$ cat config.mk
export PLATFORM = sky130hd
export DESIGN_NAME = multicycle_control
export DESIGN_NICKNAME = d
export VERILOG_FILES = /design/src/rtl/multicycle_control.sv
export SDC_FILE = /design/constraint.sdc
export NUM_CORES = 1
export LEC_CHECK = 0
export ABC_AREA = 1
export ABC_CLOCK_PERIOD_IN_PS = 1700
export CAP_MARGIN = 40
export CORE_MARGIN = 3
export CORE_UTILIZATION = 31
export DETAILED_ROUTE_END_ITERATION = 16
export HOLD_SLACK_MARGIN = 0.1
export SYNTH_ARGS = -nofsm -noshare
export SYNTH_HDL_FRONTEND = slang
export SYNTH_SLANG_ARGS = --single-unit
$ cat constraint.sdc
create_clock -name clk -period 1.7 [get_ports clk]
set_clock_uncertainty 0.15 [all_clocks]
set_input_delay 0.34 -clock clk [delete_from_list [all_inputs] [get_ports clk]]
set_output_delay 0.34 -clock clk [all_outputs]
set_load 0.05 [all_outputs]
$ cat src/rtl/multicycle_control.sv
// Multi-cycle MIPS main control FSM: sequences fetch/decode/execute/memory/write-back and drives datapath controls.
// Optional J/JAL support is enabled by defining MULTICYCLE_CTRL_JUMP_EN; otherwise those opcodes trap.
module multicycle_control #(
    parameter int ALUOP_WIDTH = 3,
    parameter int MEM_TIMEOUT = 15
) (
    input  logic                   clk,
    input  logic                   reset,
    input  logic [5:0]             OP,
    input  logic                   Zero,
    input  logic                   mem_ready,
    output logic                   PCWrite,
    output logic                   IorD,
    output logic                   MemRead,
    output logic                   MemWrite,
    output logic                   IRWrite,
    output logic [1:0]             MemtoReg,
    output logic [1:0]             RegDst,
    output logic                   RegWrite,
    output logic                   ALUSrcA,
    output logic [1:0]             ALUSrcB,
    output logic [1:0]             PCSource,
    output logic [ALUOP_WIDTH-1:0] ALUOp,
    output logic                   illegal_op
);
    localparam logic [ALUOP_WIDTH-1:0] ALUOP_ADD = ALUOP_WIDTH'(3'b100);
    localparam logic [ALUOP_WIDTH-1:0] ALUOP_SUB = ALUOP_WIDTH'(3'b011);
    localparam logic [ALUOP_WIDTH-1:0] ALUOP_OR  = ALUOP_WIDTH'(3'b101);
    localparam logic [ALUOP_WIDTH-1:0] ALUOP_AND = ALUOP_WIDTH'(3'b110);
    localparam logic [ALUOP_WIDTH-1:0] ALUOP_R   = ALUOP_WIDTH'(3'b111);

    localparam int CW = $clog2(MEM_TIMEOUT + 1);
    // Last wait count before trapping: one more idle cycle here exhausts the budget.
    localparam logic [CW-1:0] WAIT_LAST = CW'(MEM_TIMEOUT - 1);

    typedef enum logic [3:0] {
        S_FETCH, S_DECODE, S_EXE_R, S_EXE_I, S_ALUWB, S_MEMADR,
        S_MEMRD, S_MEMWB, S_MEMWR, S_BRANCH, S_TRAP
`ifdef MULTICYCLE_CTRL_JUMP_EN
        , S_JUMP
`endif
    } state_t;

    state_t        state_reg, state_next;
    logic [CW-1:0] wait_reg, wait_next;
    logic          waiting;
    logic          timed_out;

    always_ff @(posedge clk or posedge reset) begin
        if (reset) begin
            state_reg <= S_FETCH;
            wait_reg  <= '0;
        end else begin
            state_reg <= state_next;
            wait_reg  <= wait_next;
        end
    end

    assign waiting   = (state_reg == S_FETCH) || (state_reg == S_MEMRD) || (state_reg == S_MEMWR);
    assign timed_out = !mem_ready && (wait_reg == WAIT_LAST);

    always_comb begin
        state_next = state_reg;
        case (state_reg)
            S_FETCH:  if (mem_ready) state_next = S_DECODE;
                      else if (timed_out) state_next = S_TRAP;
            S_DECODE: begin
                case (OP)
                    6'h00:                      state_next = S_EXE_R;
                    6'h08, 6'h0d, 6'h0c, 6'h0f: state_next = S_EXE_I;
                    6'h23, 6'h2b:               state_next = S_MEMADR;
                    6'h04, 6'h05:               state_next = S_BRANCH;
`ifdef MULTICYCLE_CTRL_JUMP_EN
                    6'h02, 6'h03:               state_next = S_JUMP;
`endif
                    default:                    state_next = S_TRAP;
                endcase
            end
            S_EXE_R, S_EXE_I: state_next = S_ALUWB;
            S_ALUWB:  state_next = S_FETCH;
            S_MEMADR: state_next = (OP == 6'h2b) ? S_MEMWR : S_MEMRD;
            S_MEMRD:  if (mem_ready) state_next = S_MEMWB;
                      else if (timed_out) state_next = S_TRAP;
            S_MEMWB:  state_next = S_FETCH;
            S_MEMWR:  if (mem_ready) state_next = S_FETCH;
                      else if (timed_out) state_next = S_TRAP;
            S_BRANCH: state_next = S_FETCH;
`ifdef MULTICYCLE_CTRL_JUMP_EN
            S_JUMP:   state_next = S_FETCH;
`endif
            default:  state_next = S_TRAP;
        endcase

        wait_next = wait_reg;
        if (state_next != state_reg)
            wait_next = '0;
        else if (waiting && !mem_ready)
            wait_next = wait_reg + 1'b1;
    end

    always_comb begin
        PCWrite    = 1'b0;
        IorD       = 1'b0;
        MemRead    = 1'b0;
        MemWrite   = 1'b0;
        IRWrite    = 1'b0;
        MemtoReg   = 2'b00;
        RegDst     = 2'b00;
        RegWrite   = 1'b0;
        ALUSrcA    = 1'b0;
        ALUSrcB    = 2'b00;
        PCSource   = 2'b00;
        ALUOp      = '0;
        illegal_op = 1'b0;
        // Reset overrides every output, including FETCH's read request.
        if (!reset) begin
            case (state_reg)
                S_FETCH: begin
                    MemRead = 1'b1;
                    ALUSrcB = 2'b01;
                    ALUOp   = ALUOP_ADD;
                    IRWrite = mem_ready;
                    PCWrite = mem_ready;
                end
                S_DECODE: begin
                    ALUSrcB = 2'b11;
                    ALUOp   = ALUOP_ADD;
                end
                S_EXE_R: begin
                    ALUSrcA = 1'b1;
                    ALUOp   = ALUOP_R;
                end
                S_EXE_I: begin
                    ALUSrcA = 1'b1;
                    ALUSrcB = 2'b10;
                    ALUOp   = (OP == 6'h0c) ? ALUOP_AND :
                              (OP == 6'h08) ? ALUOP_ADD : ALUOP_OR;
                end
                S_ALUWB: begin
                    RegWrite = 1'b1;
                    RegDst   = (OP == 6'h00) ? 2'b01 : 2'b00;
                end
                S_MEMADR: begin
                    ALUSrcA = 1'b1;
                    ALUSrcB = 2'b10;
                    ALUOp   = ALUOP_ADD;
                end
                S_MEMRD: begin
                    MemRead = 1'b1;
                    IorD    = 1'b1;
                end
                S_MEMWB: begin
                    RegWrite = 1'b1;
                    MemtoReg = 2'b01;
                end
                S_MEMWR: begin
                    MemWrite = 1'b1;
                    IorD     = 1'b1;
                end
                S_BRANCH: begin
                    ALUSrcA  = 1'b1;
                    ALUOp    = ALUOP_SUB;
                    PCSource = 2'b01;
                    PCWrite  = (OP == 6'h04) ? Zero : (OP == 6'h05) ? !Zero : 1'b0;
                end
`ifdef MULTICYCLE_CTRL_JUMP_EN
                S_JUMP: begin
                    PCSource = 2'b10;
                    PCWrite  = 1'b1;
                    if (OP == 6'h03) begin
                        RegWrite = 1'b1;
                        RegDst   = 2'b10;
                        MemtoReg = 2'b10;
                    end
                end
`endif
                S_TRAP:  illegal_op = 1'b1;
                default: ;
            endcase
        end
    end
endmodule
# After elaboration in Yosys (flattened, before gate mapping)
# Cells that the tools add are included.
totals:
  reg_bits: 8
  inputBits: 10
  out_inout_bits: 19
op_classes:
  add_sub_neg: 1
  n_eq_ne: 20
  mux: 40
  reduce_logical: 20
ops:
  columns: ["op", "count"]
  rows:
  - ["$mux W4", 7]
  - ["$pmux W4 S7", 1]
  - ["$mux W1", 25]
  - ["$eq A6 B4 Y1 const B", 4]
  - ["$eq A4 B3 Y1 const B", 4]
  - ["$eq A4 B4 Y1 const B", 4]
  - ["$pmux W4 S4", 1]
  - ["$reduce_or A2 Y1", 7]
  - ["$eq A6 B3 Y1 const B", 2]
  - ["$eq A6 B6 Y1 const B", 2]
  - ["$pmux W3 S4", 1]
  - ["$eq A4 B2 Y1 const B", 2]
  - ["$reduce_or A4 Y1", 2]
  - ["$logic_not A6 Y1", 1]
  - ["$pmux W2 S3", 1]
  - ["$reduce_or A3 Y1", 2]
  - ["$add A4 B1 Y4 const B", 1]
  - ["$eq A4 B1 Y1 const B", 1]
  - ["$logic_not A4 Y1", 1]
  - ["$mux W2", 2]
  - ["$ne A4 B4 Y1", 1]
  - ["$mux W3", 1]
  - ["$logic_and A1 B1 Y1", 2]
  - ["$logic_not A1 Y1", 2]
  - ["3 further kinds", 4]

# Depth between registers and ports, before layout
logic_depth:
  word_depth: 7
  depth_mapped: 14
  mapped_depth_nobuf: 14

# Worst setup path after synthesis
# No wires, ideal clock.
synth_path:
  kind: "register -> output"
  start: "register state_reg[3]"
  end: "output port PCWrite"
  arrival_time_ns: 2.303
  required_ns: 1.210
  setup_slack_ns: -1.093
  stages_incl_launch_ff: 5
  path_cell_list: "dfrtp_1 nor2_1 nand2_1 nor3_1 a21o_1"
synth_via:
  elab_chain_len: 3
synth_lines:
  columns: ["element", "line_no", "source"]
  rows:
  - ["start, declared", "44", "state_t state_reg, state_next;"]
  - ["start signal, assigned", "54", "state_reg <= state_next;"]
  - ["$eq A4 B4 Y1 or $logic_not A4 Y1 (tied branches)", "117", "case (state_reg)"]
  - ["$pmux W1 S2 *", "117", null]
  - ["$mux W1 *", "116", "if (!reset) begin"]
  - ["end, declared", "12", "output logic PCWrite,"]
# Mark *: on every way between the ends. The rest lies on a longest branch, timed or not.

# Worst setup path after layout
layout_path:
  start: "register state_reg[3]"
  end: "output port RegDst[0]"
layout_via:
  elab_chain_len: 3
layout_lines:
  columns: ["element", "line_no", "source"]
  rows:
  - ["$eq A4 B3 Y1", "117", null]
  - ["$mux W1", "117", null]
  - ["$mux W1", "116", null]
  - ["end, declared", "18", "output logic [1:0] RegDst,"]
# Every way passes these cells.

==> flow_summary.ini <==
[outcome]
outcome = complete, but fails checks
violations = setup timing

[drt]
wl_um = 4300
avgViaCountPerCell = 5.30
vias = 1414
drc_errors = 0
wire_per_inst_um = 16.1
drt_pass1_iterations = 4
drtAntennaViolNets = 0
drt_iter0_drc = 67

[placed_design]
io_buffers = 25
dpl_cell_area_um2 = 1790
place_congestion = 0.845
hpwl_um = 2640
preCtsSetupSlack_ns = -0.527

[worst_setup_path]
crit_type = reg -> out
path_cells = inv_4 > nand2_4 > nor2_4 > nand2_2 > nor4_4 > buf_12
reg2reg_depth = 14
crit_required_ns = 1.21
r2r_end = wait_reg[3]$_DFFE_PP0P_
slowest_delay_ns = 0.46
critical_path_arrival_ns = 1.54
crit_family = simple AND/OR/NAND/NOR gates
reg2reg_slack_ns = -0.27
critPathLaunch = state_reg[3]$_DFF_PP0_
crit_fanout = 4
crit_path_start_kind = flip-flop
r2r_start = state_reg[2]$_DFF_PP0_
path_buf_inv = 2
slowest_stage = dfrtp_2
cp-end-kind = primary output

[grt]
grt_overflow = 0
grt_start_max_net_pins = 9
grt_pass1_vias = 1286
grt_first_pass_wirelength_um = 5800
grt_antenna_before_repair = 0
grtUsageTotal = 0.216

[power]
powerDensity_nw_per_um2 = 207
comb_power_share = 0.273
power_frac_seq = 0.424
power.internal_uw = 320
p_leak_uw = 0.00102
power_uw = 450
power.switching_uw = 130
peakVddDrop_uv = 428
power.share.clock = 0.302
netSwitchingFraction = 0.289

[synthesis]
synthesis.area_um2 = 875
synth_ff_type = dfrtp_1
synth-edff-count = 0
yosys.area_share.simple = 0.438
ys_seq_area_frac = 0.229
ys.warnings.count = 0
synth_common_cells = nand2_1, nor2_1, inv_1, nand3_1, o21ai_0
yosysMostFrequentCell = nand2_1
synth_mux_area_frac = 0
ys_ff_latch = 8
syn_inst = 156
synthAdderAreaFrac = 0.0286
synth_area_leader_cell = dfrtp_1
yosys.area.top_type_share = 0.229
synth_top_family_by_area = simple AND/OR/NAND/NOR gates
synth_xor_area_frac = 0.0401
ys_async_sr_fraction = 1.00
synth.area.top_cells = dfrtp_1, nand2_1, nor2_1
synth.distinct_cells = 21
synth_compound_area_frac = 0.123
avgSynthCellArea_um2 = 5.61

[hold_path]
hold_class = in -> async

[job]
maxCapViolations = 0

[timing]
worst_slack_ns = -0.329
fmax_mhz = 493
hold-worst-slack_ns = 0.270
fin_crit_ns = 2.03
maxSlewViolCount = 0
hold_viol = 0
setup_violations = 22
rsz0062_at_grt = yes
period_share = 1.19

[cells_and_area]
multiInputGateArea_um2 = 947
fin_area_um2 = 2180
fillerInstances = 132
area_growth_pct = 149
diodes = 0
fin_util = 0.847
drive_gt1_frac = 0.603
final_net_count = 251
regArea_um2 = 205

[floorplan]
dieArea_um2 = 3490
ios = 29
start_util = 0.341
coreArea_um2 = 2570
row_count = 18
die_w_um = 59.1
chipHeight_um = 59.1

[clock_network]
cts-root-buf = clkbuf_4
cts_buffer_depth = 2
cts_sinks = 8
clk_latency_ns = 0.24
cts_inserted_buffers = 3
clk_pin_slew_ns = 0.05
htree_num_levels = 1
cts_tree = done
ctsHoldBuffers = 0
-- layout make-up --
type                            count  area share
Clock buffer                        3      0.0104
Inverter                           25      0.0477
Multi-Input combinational cell    121       0.435
Sequential cell                     8      0.0943
Tap cell                           30      0.0173
Timing Repair Buffer               80       0.395
-- metrics by stage --
step / cells / TNS [ns]
finish: 267 / -5.57
global route: 267 / -7.18
CTS: 262 / -5.48
detailed placement: 248 / -6.85
global placement: 248 / -6.00
floorplan: 158 / -1.01
-- timing repair --
| action | in CTS | in global routing |
|---|---|---|
| resized for setup | 37 | 47 |
| setup buffers | 12 | 5 |
| pin swaps | 13 | 20 |
| endpoints found under the setup margin | 21 | 23 |
-- layer usage --
metal / part of all wire / up-vias / GRT usage
li1: - / 655 / -
met1: 0.38 / 666 / 0.279
met2: 0.51 / 75 / 0.382
met3: 0.070 / 18 / 0.0305
met4: 0.036 / 0 / 0.0421
met5: 0 / - / 0
-- logic make-up (layout without fill, tap and decap cells) --
| family | Yosys count | in the layout |
|---|---|---|
| AND/OR/NAND/NOR | 92 | 92 |
| XOR/XNOR | 4 | 4 |
| adder cells (fa/ha/maj) | 2 | 2 |
| other | 1 | 3 |
| AO/OA/AOI/OAI | 20 | 20 |
| flip-flops | 8 | 8 |
| buffers and inverters | 29 | 108 |
-- placed cells by master, fill, tap and decap left out, types with 5 or more instances in the layout --
cell and n:
buf_4 45, nand2_1 21, inv_1 17, buf_12 16
nor2_4 14, nor2_1 10, nand2_2 10, buf_6 10
nor2_2 9, nand2_4 8, nand3_1 8, o21ai_0 5
dlygate4sd2_1 5
-- tightest hold or removal path, cell delays in order --
cell           delay, ns
dlygate4sd2_1       0.28
buf_4               0.19
inv_1               0.24
-- worst max-delay path by stage --
stage	endpoint	slack [ns]	cells after the start
6_report	RegDst[0]	-0.33	6
5_1_grt	IorD	-0.42	6
4_1_cts	ALUOp[1]	-0.36	6
3_5_place_dp	wait_reg[1]$_DFFE_PP0P_	-0.53	10
3_3_place_gp	wait_reg[1]$_DFFE_PP0P_	-0.39	10
2_1_floorplan	PCWrite	-0.24	4
-- power groups by stage --
| stage | Combinational, uW | Clock [uW] | Sequential, uW |
|---|---|---|---|
| 2_1_floorplan | 55.3 | 0 | 194 |
| 3_3_place_gp | 112 | 0 | 194 |
| 3_5_place_dp | 114 | 0 | 194 |
| 4_1_cts | 115 | 145 | 191 |
| 5_1_grt | 130 | 152 | 190 |
| 6_report | 123 | 136 | 191 |
No activity file was read; power rests on OpenSTA's default activity.
